===== src/rtl/cnn_pkg.sv =====
// Shared convolution-datapath definitions: geometry, writer FSM states, pixel type.
package cnn_pkg;

    localparam int IMG_W = 28;
    localparam int K     = 3;
    localparam int OUT_W = IMG_W - K + 1;

    typedef enum logic [1:0] {
        ST_IDLE = 2'd0,
        ST_RUN  = 2'd1,
        ST_DONE = 2'd2
    } wr_state_e;

    typedef logic signed [7:0] pixel_t;

endpackage


===== src/rtl/requant_sat.sv =====
// Accumulator to int8 requantizer: round-half-up, arithmetic shift, saturate.
// FMAP_WRITER_RELU_EN clamps negative results to zero before saturation.
module requant_sat
    import cnn_pkg::*;
#(
    parameter int ACC_W = 20,
    parameter int SHIFT = 7
) (
    input  logic signed [ACC_W-1:0] acc_i,
    output pixel_t                  pix_o
);

    localparam logic signed [ACC_W:0] RND     = (ACC_W+1)'(2 ** (SHIFT - 1));
    localparam logic signed [ACC_W:0] PIX_MAX = (ACC_W+1)'(127);
    localparam logic signed [ACC_W:0] PIX_MIN = (ACC_W+1)'(-128);

    logic signed [ACC_W:0] sum;
    logic signed [ACC_W:0] shifted;

    always_comb begin
        // One extra bit so the rounding offset can never overflow
        sum     = $signed({acc_i[ACC_W-1], acc_i}) + RND;
        shifted = sum >>> SHIFT;
`ifdef FMAP_WRITER_RELU_EN
        if (shifted[ACC_W]) begin
            shifted = '0;
        end
`endif
        if (shifted > PIX_MAX) begin
            pix_o = 8'sh7f;
        end else if (shifted < PIX_MIN) begin
            pix_o = 8'sh80;
        end else begin
            pix_o = shifted[7:0];
        end
    end

endmodule


===== src/rtl/fmap_writer.sv =====
// Writes a raster stream of requantized conv results into the feature-map BRAM.
// Build option FMAP_WRITER_RELU_EN (in requant_sat) restricts pixels to [0, 127].
//
// state   | meaning
// IDLE    | waiting for start, in_ready low
// RUN     | accepting one pixel per handshake
// DONE    | final pixel being written, frame_done high
module fmap_writer
    import cnn_pkg::*;
#(
    parameter int  OUT_W = cnn_pkg::OUT_W,
    parameter int  ACC_W = 20,
    parameter int  SHIFT = 7,
    localparam int NPIX  = OUT_W * OUT_W,
    localparam int AW    = $clog2(NPIX)
) (
    input  logic                    clk,
    input  logic                    reset,
    input  logic                    start,
    input  logic                    in_valid,
    output logic                    in_ready,
    input  logic signed [ACC_W-1:0] in_data,
    output logic [AW-1:0]           mem_addr,
    output logic signed [7:0]       mem_wdata,
    output logic                    mem_we,
    output logic                    busy,
    output logic                    frame_done
);

    localparam logic [AW-1:0] LAST = AW'(NPIX - 1);

    wr_state_e     state_q, state_d;
    logic [AW-1:0] cnt_q, cnt_d;
    logic [AW-1:0] addr_q;
    pixel_t        wdata_q;
    pixel_t        pix_rq;
    logic          we_q;
    logic          hs;

    requant_sat #(
        .ACC_W (ACC_W),
        .SHIFT (SHIFT)
    ) u_requant (
        .acc_i (in_data),
        .pix_o (pix_rq)
    );

    always_comb begin
        state_d = state_q;
        cnt_d   = cnt_q;
        hs      = 1'b0;
        case (state_q)
            ST_IDLE: begin
                if (start) begin
                    state_d = ST_RUN;
                    cnt_d   = '0;
                end
            end
            ST_RUN: begin
                hs = in_valid;
                if (in_valid) begin
                    // Counter parks on the last address so it cannot wrap
                    if (cnt_q == LAST) begin
                        state_d = ST_DONE;
                    end else begin
                        cnt_d = cnt_q + 1'b1;
                    end
                end
            end
            ST_DONE: state_d = ST_IDLE;
            default: state_d = ST_IDLE;
        endcase
    end

    always_ff @(posedge clk or posedge reset) begin
        if (reset) begin
            state_q <= ST_IDLE;
            cnt_q   <= '0;
            we_q    <= 1'b0;
            addr_q  <= '0;
            wdata_q <= '0;
        end else begin
            state_q <= state_d;
            cnt_q   <= cnt_d;
            we_q    <= hs;
            if (hs) begin
                addr_q  <= cnt_q;
                wdata_q <= pix_rq;
            end
        end
    end

    assign in_ready   = (state_q == ST_RUN);
    assign busy       = (state_q != ST_IDLE);
    assign frame_done = (state_q == ST_DONE);
    assign mem_we     = we_q;
    assign mem_addr   = addr_q;
    assign mem_wdata  = wdata_q;

endmodule


===== config.mk =====
export PLATFORM = sky130hd
export DESIGN_NAME = fmap_writer
export DESIGN_NICKNAME = d
export VERILOG_FILES = /design/src/rtl/cnn_pkg.sv /design/src/rtl/requant_sat.sv /design/src/rtl/fmap_writer.sv
export SDC_FILE = /design/constraint.sdc
export NUM_CORES = 1
export LEC_CHECK = 0
export BUFFER_PORTS_ARGS = -buffer_cell sky130_fd_sc_hd__buf_2
export CELL_PAD_IN_SITES_DETAIL_PLACEMENT = 1
export CELL_PAD_IN_SITES_GLOBAL_PLACEMENT = 1
export CORE_MARGIN = 5
export CORE_UTILIZATION = 35
export CTS_CLUSTER_DIAMETER = 150
export DETAILED_ROUTE_END_ITERATION = 8
export PLACE_DENSITY = 0.75
export SYNTH_ARGS = -nofsm -noshare
export SYNTH_HDL_FRONTEND = slang
export SYNTH_SLANG_ARGS = --single-unit

===== constraint.sdc =====
create_clock -name clk -period 1.8 [get_ports clk]
set_clock_uncertainty 0.15 [all_clocks]
set_input_delay 0.09 -clock clk [delete_from_list [all_inputs] [get_ports clk]]
set_output_delay 0.09 -clock clk [all_outputs]
set_load 0.02 [all_outputs]

### Word-level counts from Yosys, hierarchy flattened

Index checks and enable logic that the tools add are counted.

| storage, ports and cells | value |
|---|---|
| bits of input ports | 24 |
| bits in registers | 31 |
| output and inout bits | 22 |
| logic and storage cells | 32 |

| operators by class | value |
|---|---|
| equal/unequal tests | 7 |
| add/sub/neg operators | 2 |
| mux-type cells | 11 |
| reductions and logical operators | 5 |
| $lt $le $gt $ge | 2 |

Operators by type and width:

| operator | count |
|---|---|
| $mux 10 | 3 |
| $add 20x8->21 const B | 1 |
| $pmux 10 s2 | 1 |
| $mux 8 | 2 |
| $gt 14x8->1 const B | 1 |
| $lt 14x8->1 const B | 1 |
| $add 10x1->10 const B | 1 |
| $eq 10x10->1 const B | 1 |
| $mux 2 | 3 |
| $ne 2x2->1 const B | 3 |
| $pmux 2 s2 | 1 |
| $reduce_and 4->1 | 1 |
| $reduce_bool 2->1 | 2 |
| $reduce_and 3->1 | 1 |
| $eq 2x1->1 const B | 1 |
| $eq 2x2->1 const B | 1 |
| $logic_not 2->1 | 1 |
| $ne 2x1->1 const B | 1 |
| $mux 1 | 1 |

### Longest topological paths before layout

Gate-level depths: netlist of run 1.

| depth | value |
|---|---|
| depth after elaboration | 4 |
| gate-level depth with buffers | 8 |
| depth with buffers taken out | 8 |

### By module

From an unflattened synthesis of run 1, not the netlist that was laid out.

| unflattened totals | value |
|---|---|
| cell total of the unflattened synthesis | 201 |
| area, all modules | 1888.1 um2 |

By module, submodules not included:

| module | times used | cells each | area an instance (um2) | seq. area each (um2) |
|---|---|---|---|---|
| fmap_writer | 1 | 129 | 1372.6 | 775.7 |
| requant_sat | 1 | 72 | 515.5 | 0.0 |

### Worst setup path before layout of run 1

Ideal clock, no wire load.

| path | value |
|---|---|
| kind | flip-flop to flip-flop |
| start point | reg state_q[1] |
| end point | reg cnt_q[7] |
| arrival time | 1.535 ns |
| period minus slack after synthesis | 1.763 ns |
| path slack | 0.037 ns |
| stages on the path, launching flop included | 8 |
| data required time | 1.572 ns |
| cell sequence | dfrtp_1 > nand2b_1 > inv_2 > nand2_4 > clkinv_2 > o2111ai_4 > or3_1 > a21oi_1 |

| between the ends | value |
|---|---|
| cells in the longest elaborated chain, start to end | 3 |
| elaborated cells on any way between the ends | 8 |
| classes of those cells | 4 x eq/ne; 1 x mux; 3 x reduce/logical |

Ends and longest elaborated chain:

| what | RTL line | source |
|---|---|---|
| start: declaration | fmap_writer.sv:32 | `wr_state_e state_q, state_d;` |
| start signal: assignment | fmap_writer.sv:83 | `state_q <= state_d;` |
| $eq 2x1->1 * | -- |  |
| net in_ready | fmap_writer.sv:21 | `output logic in_ready,` |
| $ne 2x2->1 (no line) / $reduce_bool 2->1 (equally long branches) | -- |  |
| $reduce_and 4->1 (no line) | -- |  |
| end signal: assignment | fmap_writer.sv:84 | `cnt_q <= cnt_d;` |
| end: declaration | fmap_writer.sv:33 | `logic [AW-1:0] cnt_q, cnt_d;` |

Mark *: on every way through the listed nets, which the timed path passes. The rest lies on a longest branch.
A chain may end at the register's enable or synchronous reset.

### Worst setup path in the final report of run 1

| path | value |
|---|---|
| start point | reg state_q[0] |
| end point | reg cnt_q[9] |

| between the ends | value |
|---|---|
| cells in the longest elaborated chain, start to end | 3 |
| elaborated cells on any way between the ends | 8 |
| classes of those cells | 4 x eq/ne; 1 x mux; 3 x reduce/logical |

Ends and longest elaborated chain:

| what | RTL line | source |
|---|---|---|
| $eq 2x1->1 / $logic_not 2->1 (equally long branches) | fmap_writer.sv:52 | `case (state_q)` |
| $ne 2x2->1 (no line) / $reduce_bool 2->1 (equally long branches) | -- |  |
| $reduce_and 4->1 (no line) | -- |  |

Parallel ways exist; a longest one is shown, timed or not.

==> results.toml, run 1 <==
[floorplanning]
dieArea_um2 = 6618
die_h_um = 81.35
core_um2 = 5010
rows = 26
initial_utilization_pct = 35.56
fp.dieW_um = 81.35
ios = 46

[global_route]
antenna_found_initial = 0
grt_pass1_vias = 1669
grt_max_degree = 32
grt.overflow.total = 0
grt_first_pass_wirelength_mm = 7.700
grt_use_total_pct = 15.21

[synth]
synth-seq-cells = 31
ys_top_cells_by_area = "dfrtp_1 44%, nand2_1 8.4%, xor2_1 4.9%"
ys_seq_area_share_pct = 43.54
synthCells = 191
synth_top_family_by_area = "simple AND/OR/NAND/NOR gates"
syn-cell-area_um2 = 1782
syn_area_per_cell_um2 = 9.328
synth-simple-area-share_pct = 27.46
synthAdderAreaFrac_pct = 1.404
synth_xor_area_share_pct = 6.882
synth-edff-count = 0
async_flop_share_pct = 100.0
synthTopCellsByCount = "40 x nand2_1, 31 x dfrtp_1, 10 x nor2_1, 10 x xor2_1, 9 x o21ai_1"
synth_cell_type_count = 46
synth_top_cell_by_area = "dfrtp_1"
yosysWarnings = 0
yosysTopAreaCellShare_pct = 43.54
synth-compound-area-share_pct = 15.38
synth_flop_cell = "dfrtp_1"
yosys-mux-area-fraction_pct = 2.247
synth_most_common_cell = "nand2_1"
synth_nets = 217

[sta]
finalSetupViolCount = 0
fmax_mhz = 570.4
fin_hold_ws_ns = 0.09585
worst_pin_slew_ns = 0.4733
setup_slack_ns = 0.04699
max-slew-margin-rel_pct = 68.39
drv_slew = 0
hold_viol_final = 0
setup_tns_ns = 0
fin_crit_ns = 1.753
fin_crit_sh_pct = 97.39

[placement]
placed_cell_area_um2 = 2176
hpwl_mm = 3.514
port_buffers = 39
pre_cts_slack_ns = -0.05019
gp_congestion = 0.7439
dpl.cell_count = 313

[power_and_ir_drop]
p_per_area_nw_per_um2 = 948.0
ir_worst_vdd_mv = 0.4241
power_leakage_nw = 1.120
p_total_mw = 2.246

[layout]
drive_gt1_share_pct = 35.41
fillers = 620
syn2layout_area_growth_pct = 33.01
fin_area_um2 = 2370
finalCoreUtilization_pct = 47.30
multi_input_comb_area_um2 = 983.4
diodes = 0
nets = 282
final_cells = 327
ff_latch_area_um2 = 775.7

[setup_path]
crit_path_end_kind = "register"
cp.arrival_ns = 1.81
start_kind = "register"
rr_startpoint = "state_q[0]"
reg2reg_depth = 5
reg2reg_to = "cnt_q[9]"
criticalPathCategory = "reg -> reg"
reg2reg_slack_ns = 0.05
crit_path_max_fanout = 6
cp.required_ns = 1.86

[clock_network]
numCtsBuffers = 5
cts_buffer_depth = 2
insertion_delay_ns = 0.28
clockRootBuffer = "clkbuf_8"
htreeDepth = 2
path_clk_slew_ns = 0.06
cts_tree = "built"
cts_sinks = 31

[route]
drtIter0Drc = 28
vias_per_cell = 4.969
wl_per_cell_um = 14.23
routed_wl_mm = 4.652
route.detailed.drc = 0
postRouteAntennaNets = 0
drt-pass1-iter-count = 4
via_count = 1625

[hold_path]
holdPathEnd = "mem_wdata[7]"
min_from = "in_data[19]"
holdPathStages = 4
hold_class = "in -> reg"

[flow_run]
cap_violations = 0

[outcome]
status = "completed"
==> final cells by class <==
| type | instances | area share, % |
|---|---|---|
| multi-input cells | 149 | 41.50 |
| repair buffers | 65 | 17.16 |
| clock buffers | 8 | 4.224 |
| well taps | 70 | 3.696 |
| inverters | 4 | 0.6864 |
| flip-flops and latches | 31 | 32.73 |
==> cells in the final DEF (no fill, tap or decap), types with 5 or more instances in the layout <==
| master | synthesis | routed |
|---|---|---|
| nand2_1 | 40 | 40 |
| buf_2 | 1 | 39 |
| dfrtp_1 | 31 | 31 |
| buf_4 | 3 | 21 |
| xor2_1 | 10 | 10 |
| nor2_1 | 10 | 9 |
| o21ai_1 | 9 | 9 |
| nand3_1 | 7 | 7 |
| clkbuf_8 | 0 | 7 |
| o21ai_0 | 7 | 6 |
| nand4_1 | 5 | 5 |
| a21oi_1 | 7 | 5 |
==> worst max path at each step <==
| stage | start | endpoint | slack [ns] | cells past startpoint |
|---|---|---|---|---|
| after floorplan | state_q[1] | cnt_q[7] | 0.04 | 7 |
| after global placement | in_data[6] | mem_wdata[6] | 0.04 | 8 |
| after detailed placement | in_data[6] | mem_wdata[1] | -0.05 | 8 |
| after CTS | state_q[0] | cnt_q[9] | 0.03 | 5 |
| after global routing | state_q[0] | cnt_q[9] | -0.04 | 5 |
| final | state_q[0] | cnt_q[9] | 0.05 | 5 |
==> critical path, cell delays in order, from the launching register on <==
cell and delay [ns]:
dfrtp_1 0.42, buf_6 0.14, nor3b_4 0.27, o2111ai_4 0.20
or3_4 0.37, a21oi_2 0.13
==> where the power goes <==
group | switching [mW] | total (mW) | internal [mW] | leakage (nW)
Sequential | 0.0744 | 0.893 | 0.818 | 0.405
Combinational | 0.464 | 0.765 | 0.301 | 0.663
Clock | 0.240 | 0.588 | 0.348 | 0.0515
==> sequential cells by signal, summed over array words and instances, names as in the netlist <==
signal / flops
state_q: 2
mem_we: 1
mem_wdata: 8
mem_addr: 10
cnt_q: 10
==> what timing repair did <==
action | CTS | global route
hold buffers | 2 | 0
hold endpoints to repair | 32 | 0
pin swaps | 0 | 7
resized for setup | 2 | 9
buffers inserted | 1 | 3
endpoints found under the setup margin | 3 | 3
==> per-layer routing <==
layer / vias up / GRT usage [%] / share of wire [%]
met5: - / 0 / 0
met4: 0 / 6.926 / 1.8
met3: 11 / 3.769 / 3.1
li1: 805 / - / -
met2: 35 / 25.16 / 50
met1: 774 / 18.51 / 46
==> cell families after synthesis <==
family	count (synthesis)
and+or+nand+nor	92
DFF	31
buffers and inverters	11
AOI/OAI and AO/OA	37
muxes	4
adders and majority gates	2
xor gates and xnor gates	14
(Power assumes the default switching activity.)
==> inputs of run 2 (changes only) <==
--- a/config.mk
+++ b/config.mk
@@ -14,2 +14,3 @@
 export DETAILED_ROUTE_END_ITERATION = 8
+export MAX_ROUTING_LAYER = met4
 export PLACE_DENSITY = 0.75
==> constraint.sdc (replaced) <==
create_clock -name clk -period 1.8 [get_ports clk]
set_clock_uncertainty 0.15 [all_clocks]
set_input_delay 0 -clock clk [delete_from_list [all_inputs] [get_ports clk]]
set_output_delay 0 -clock clk [all_outputs]
set_load 0.02 [all_outputs]
==> results.toml, run 2 (synthesis gave the netlist of run 1 again) <==
[global_route]
grt_use_total_pct = 16.26
grt.overflow.total = 0
antenna_found_initial = 0
grt_pass1_vias = 1653
grt_max_degree = 32
grt_first_pass_wirelength_mm = 7.907

[clock_network]
cts_tree = "built"
clockRootBuffer = "clkbuf_8"
cts_sinks = 31
htreeDepth = 2
cts_buffer_depth = 2
path_clk_slew_ns = 0.07
numCtsBuffers = 5
insertion_delay_ns = 0.29

[outcome]
status = "completed"

[layout]
fillers = 615
final_cell_mix = "40 x nand2_1, 39 x buf_2, 31 x dfrtp_1"
drive_gt1_share_pct = 32.14
diodes = 0
syn2layout_area_growth_pct = 29.28
nets = 277
final_common_cell = "nand2_1"

[route]
routed_wl_mm = 4.758
drt-pass1-iter-count = 4
wl_per_cell_um = 14.78
postRouteAntennaNets = 0
vias_per_cell = 5.112
drtIter0Drc = 58
via_count = 1646
route.detailed.drc = 0

[hold_path]
hold_class = "in -> reg"

[floorplanning]
rows = 26
dieArea_um2 = 6618
ios = 46
core_um2 = 5010
initial_utilization_pct = 35.56
fp.dieW_um = 81.35
die_h_um = 81.35

[placement]
gp_congestion = 0.8009
port_buffers = 39
hpwl_mm = 3.656

[sta]
fmax_mhz = 583.0
max-slew-margin-rel_pct = 73.24
finalSetupViolCount = 0
fin_hold_ws_ns = 0.01878
drv_slew = 0
hold_viol_final = 0
setup_tns_ns = 0
fin_crit_sh_pct = 95.29
fin_crit_ns = 1.715
worst_pin_slew_ns = 0.4014

[setup_path]
crit_end = "mem_wdata[6]"
reg2reg_slack_ns = 0.10
rr_startpoint = "state_q[1]"
reg2reg_depth = 7
crit_path_end_kind = "register"
cp.arrival_ns = 1.78
crit_path_max_fanout = 7
criticalPathCategory = "in -> reg"
start_kind = "input port"
cp.required_ns = 1.87
setup.worst_path.start = "in_data[19]"
reg2reg_to = "cnt_q[9]"

[flow_run]
cap_violations = 0

[power_and_ir_drop]
p_per_area_nw_per_um2 = 974.2
power_leakage_nw = 1.090
ir_worst_vdd_mv = 0.3831
[run 2: changes by cell type in the layout (fill, tap and decap cells not counted), moves of 2 or more]
cell	previous run	this run
a21oi_1	5	7
a21oi_2	2	0
buf_4	21	18
buf_6	3	0
[run 2: area by class of cell]
| class | instances | area, µm² | area share (%) |
|---|---|---|---|
| clock inverters | 1 | 7.507 | 0.3259 |
| clock buffers | 7 | 96.34 | 4.183 |
| repair buffers | 60 | 360.3 | 15.64 |
| inverters | 4 | 17.52 | 0.7605 |
| well taps | 70 | 87.58 | 3.802 |
| multi-input cells | 149 | 958.4 | 41.61 |
| flip-flops and latches | 31 | 775.7 | 33.68 |
[run 2: metal layers]
| metal | global-route usage (%) | routed length [µm] | share of wire, % | vias up |
|---|---|---|---|---|
| li1 | - | - | - | 795 |
| met4 | 7.939 | 106 | 2.2 | 0 |
| met3 | 4.102 | 155 | 3.3 | 10 |
| met2 | 25.57 | 2436 | 51 | 34 |
| met1 | 19.30 | 2059 | 43 | 807 |
| met5 | - | 0 | 0 | - |
[run 2: report_power, final]
| group | internal [mW] | leakage [nW] | switching, mW | total (mW) |
|---|---|---|---|---|
| clock | 0.348 | 0.0505 | 0.274 | 0.621 |
| combinational | 0.278 | 0.634 | 0.449 | 0.727 |
| sequential | 0.818 | 0.405 | 0.0781 | 0.896 |
[run 2: repair_timing]
| item | in CTS | in global routing |
|---|---|---|
| setup buffers | 0 | 2 |
| gates resized for setup | 1 | 1 |
| endpoints found under the hold margin | 33 | 0 |
| pin swaps | 0 | 3 |
| endpoints found under the setup margin | 1 | 4 |
| hold buffers | 3 | 0 |
[run 2: metrics by stage]
stage	area (µm²)	std cells	total power, mW	util [%]	setup WS (ns)
5_1_grt	2303	322	2.378	45.98	-0.004236
2_1_floorplan	1782	191	1.324	-	0.03727
6_report	2303	322	2.244	45.98	0.08476
3_3_place_gp	2146	309	1.608	42.83	0.07136
4_1_cts	2287	320	2.272	45.65	0.02376
3_5_place_dp	2146	309	1.630	42.83	-0.0004665
[run 2: critical path, stage by stage]
cell and delay, ns:
dlygate4sd3_1 0.53, buf_2 0.16, nand2b_1 0.15, o32a_1 0.29, o32ai_1 0.21, a211oi_2 0.13
buf_4 0.17, o21ai_1 0.14
[run 2: worst min path at each step]
stage / startpoint / endpoint / slack, ns / depth (start not counted)
final: in_data[12] / mem_wdata[5] / 0.02 / 4
after global routing: in_data[12] / mem_wdata[5] / 0.04 / 4
after CTS: in_data[12] / mem_wdata[5] / 0.02 / 4
after detailed placement: reset / mem_addr[3] / -0.04 / 3
after global placement: reset / mem_addr[3] / -0.05 / 3
after floorplan: reset / cnt_q[0] / -0.05 / 1
==> inputs of run 3 (changes only) <==
RECOVER_POWER = 100   (was not set)
==> results.toml, run 3 (synthesis gave the netlist of run 1 again) <==
[setup_path]
cp_slowest_stage_delay_ns = 0.53
slowest_stage = "dlygate4sd3_1"
cp.required_ns = 1.87
cp.arrival_ns = 1.78
crit_path_end_kind = "register"
reg2reg_slack_ns = 0.10
criticalPathCategory = "in -> reg"
start_kind = "input port"
crit_path_max_fanout = 7
crit_chain = "dlygate4sd3_1 -> buf_2 -> nand2b_1 -> o32a_1 -> o32ai_1 -> a211oi_2 -> buf_4 -> o21ai_1"

[power_and_ir_drop]
p_per_area_nw_per_um2 = 975.6
internal-power_mw = 1.416
switchingPower_mw = 0.8033
switching_share_pct = 36.20
combPwrFrac_pct = 31.5
power_frac_clock_pct = 28.0
p_seq_share_pct = 40.5
ir_worst_vdd_mv = 0.3767
power_leakage_nw = 1.014

[route]
vias_per_cell = 5.106
postRouteAntennaNets = 0
route.detailed.drc = 0
routed_wl_mm = 4.750
via_count = 1644
wl_per_cell_um = 14.75
drtIter0Drc = 62
drt-pass1-iter-count = 4

[sta]
finalSetupViolCount = 0
hold_viol_final = 0
fin_crit_ns = 1.716
fin_crit_sh_pct = 95.33
fmax_mhz = 582.7
setup_slack_ns = 0.08398
max-slew-margin-rel_pct = 49.15
worst_pin_slew_ns = 0.7628
drv_slew = 0

[layout]
final_cell_mix = "40 x nand2_1, 31 x dfrtp_1, 21 x clkbuf_1"
diodes = 0
drive_gt1_share_pct = 23.81
finalCoreUtilization_pct = 45.40
final_common_cell = "nand2_1"
fillers = 618
nets = 277
syn2layout_area_growth_pct = 27.67

[placement]
pre_cts_slack_ns = -0.0004665
gp_congestion = 0.8009
hpwl_mm = 3.656
port_buffers = 39

[flow_run]
cap_violations = 0

[clock_network]
insertion_delay_ns = 0.29
htreeDepth = 2
cts_sinks = 31
cts_tree = "built"
cts_buffer_depth = 2
clockRootBuffer = "clkbuf_8"
path_clk_slew_ns = 0.07
numCtsBuffers = 5

[floorplanning]
rows = 26
core_um2 = 5010
initial_utilization_pct = 35.56
ios = 46
fp.dieW_um = 81.35
dieArea_um2 = 6618
die_h_um = 81.35

[global_route]
grt.overflow.total = 0
grt_use_total_pct = 16.26
grt_pass1_vias = 1653
grt_max_degree = 32
grt_first_pass_wirelength_mm = 7.907
antenna_found_initial = 0

[outcome]
status = "completed"

[hold_path]
hold_class = "in -> reg"
-- run 3: cell types whose count changed in the layout (fill, tap and decap cells not counted) --
cell / previous run / this run
buf_4: 18 / 17
buf_2: 39 / 18
clkbuf_2: 0 / 1
clkbuf_1: 0 / 21
-- run 3: worst max-delay path: cells and delay by family --
| family | cells | cell delay (ns) |
|---|---|---|
| and+or+nand+nor | 1 | 0.15 |
| AOI/OAI and AO/OA | 4 | 0.78 |
| buffers and inverters | 3 | 0.86 |
-- run 3: worst paths after layout --
| path | from | endpoint | cells past startpoint |
|---|---|---|---|
| max | in_data[19] | mem_wdata[6] | 8 |
| min in group asynchronous | reset | mem_addr[3] | 4 |
| max in group asynchronous | reset | mem_wdata[1] | 4 |
| min | in_data[12] | mem_wdata[5] | 4 |
| min reg2reg | mem_addr[4] | mem_addr[4] | 2 |
| max reg2reg | state_q[1] | cnt_q[9] | 7 |
-- run 3: layout make-up --
class	instances	area [µm²]	share of cell area, %
Sequential cell	31	775.7	34.10
Timing Repair Buffer	60	331.6	14.58
Multi-Input combinational cell	149	958.4	42.13
Inverter	4	17.52	0.7701
Clock buffer	7	96.34	4.235
Clock inverter	1	7.507	0.3300
Tap cell	70	87.58	3.850
-- run 3: what timing repair did --
| item | in CTS | in global routing |
|---|---|---|
| endpoints found under the setup margin | 1 | 4 |
| hold buffers | 3 | 0 |
| hold endpoints to repair | 33 | 0 |
| gates resized for setup | 1 | 1 |
| setup buffers | 0 | 2 |
| pin swaps | 0 | 3 |
-- run 3: per-stage QoR --
step           instance area [µm²]  cells  power [mW]    TNS [ns]  hold slack [ns]
2_1_floorplan                 1782    191       1.324           0         -0.04649
3_3_place_gp                  2146    309       1.608           0         -0.05092
3_5_place_dp                  2146    309       1.630  -0.0004665         -0.04161
4_1_cts                       2287    320       2.272           0          0.02265
5_1_grt                       2275    322       2.352   -0.004324          0.03579
6_report                      2275    322       2.219           0          0.01888
-- run 3: power by group through the flow --
stage	Combinational [mW]	Sequential [mW]	Clock (mW)
after floorplan	0.300	1.02	0
after global placement	0.704	0.904	0
after detailed placement	0.724	0.906	0
after CTS	0.738	0.899	0.635
after global routing	0.767	0.916	0.669
final	0.699	0.899	0.621
-- run 3: routing by layer --
| metal | vias to the layer above | share of wire (%) | global-route usage, % |
|---|---|---|---|
| met5 | - | 0 | - |
| met4 | 0 | 2.2 | 7.939 |
| met3 | 9 | 3.7 | 4.102 |
| met2 | 34 | 52 | 25.57 |
| met1 | 807 | 42 | 19.30 |
| li1 | 794 | - | - |
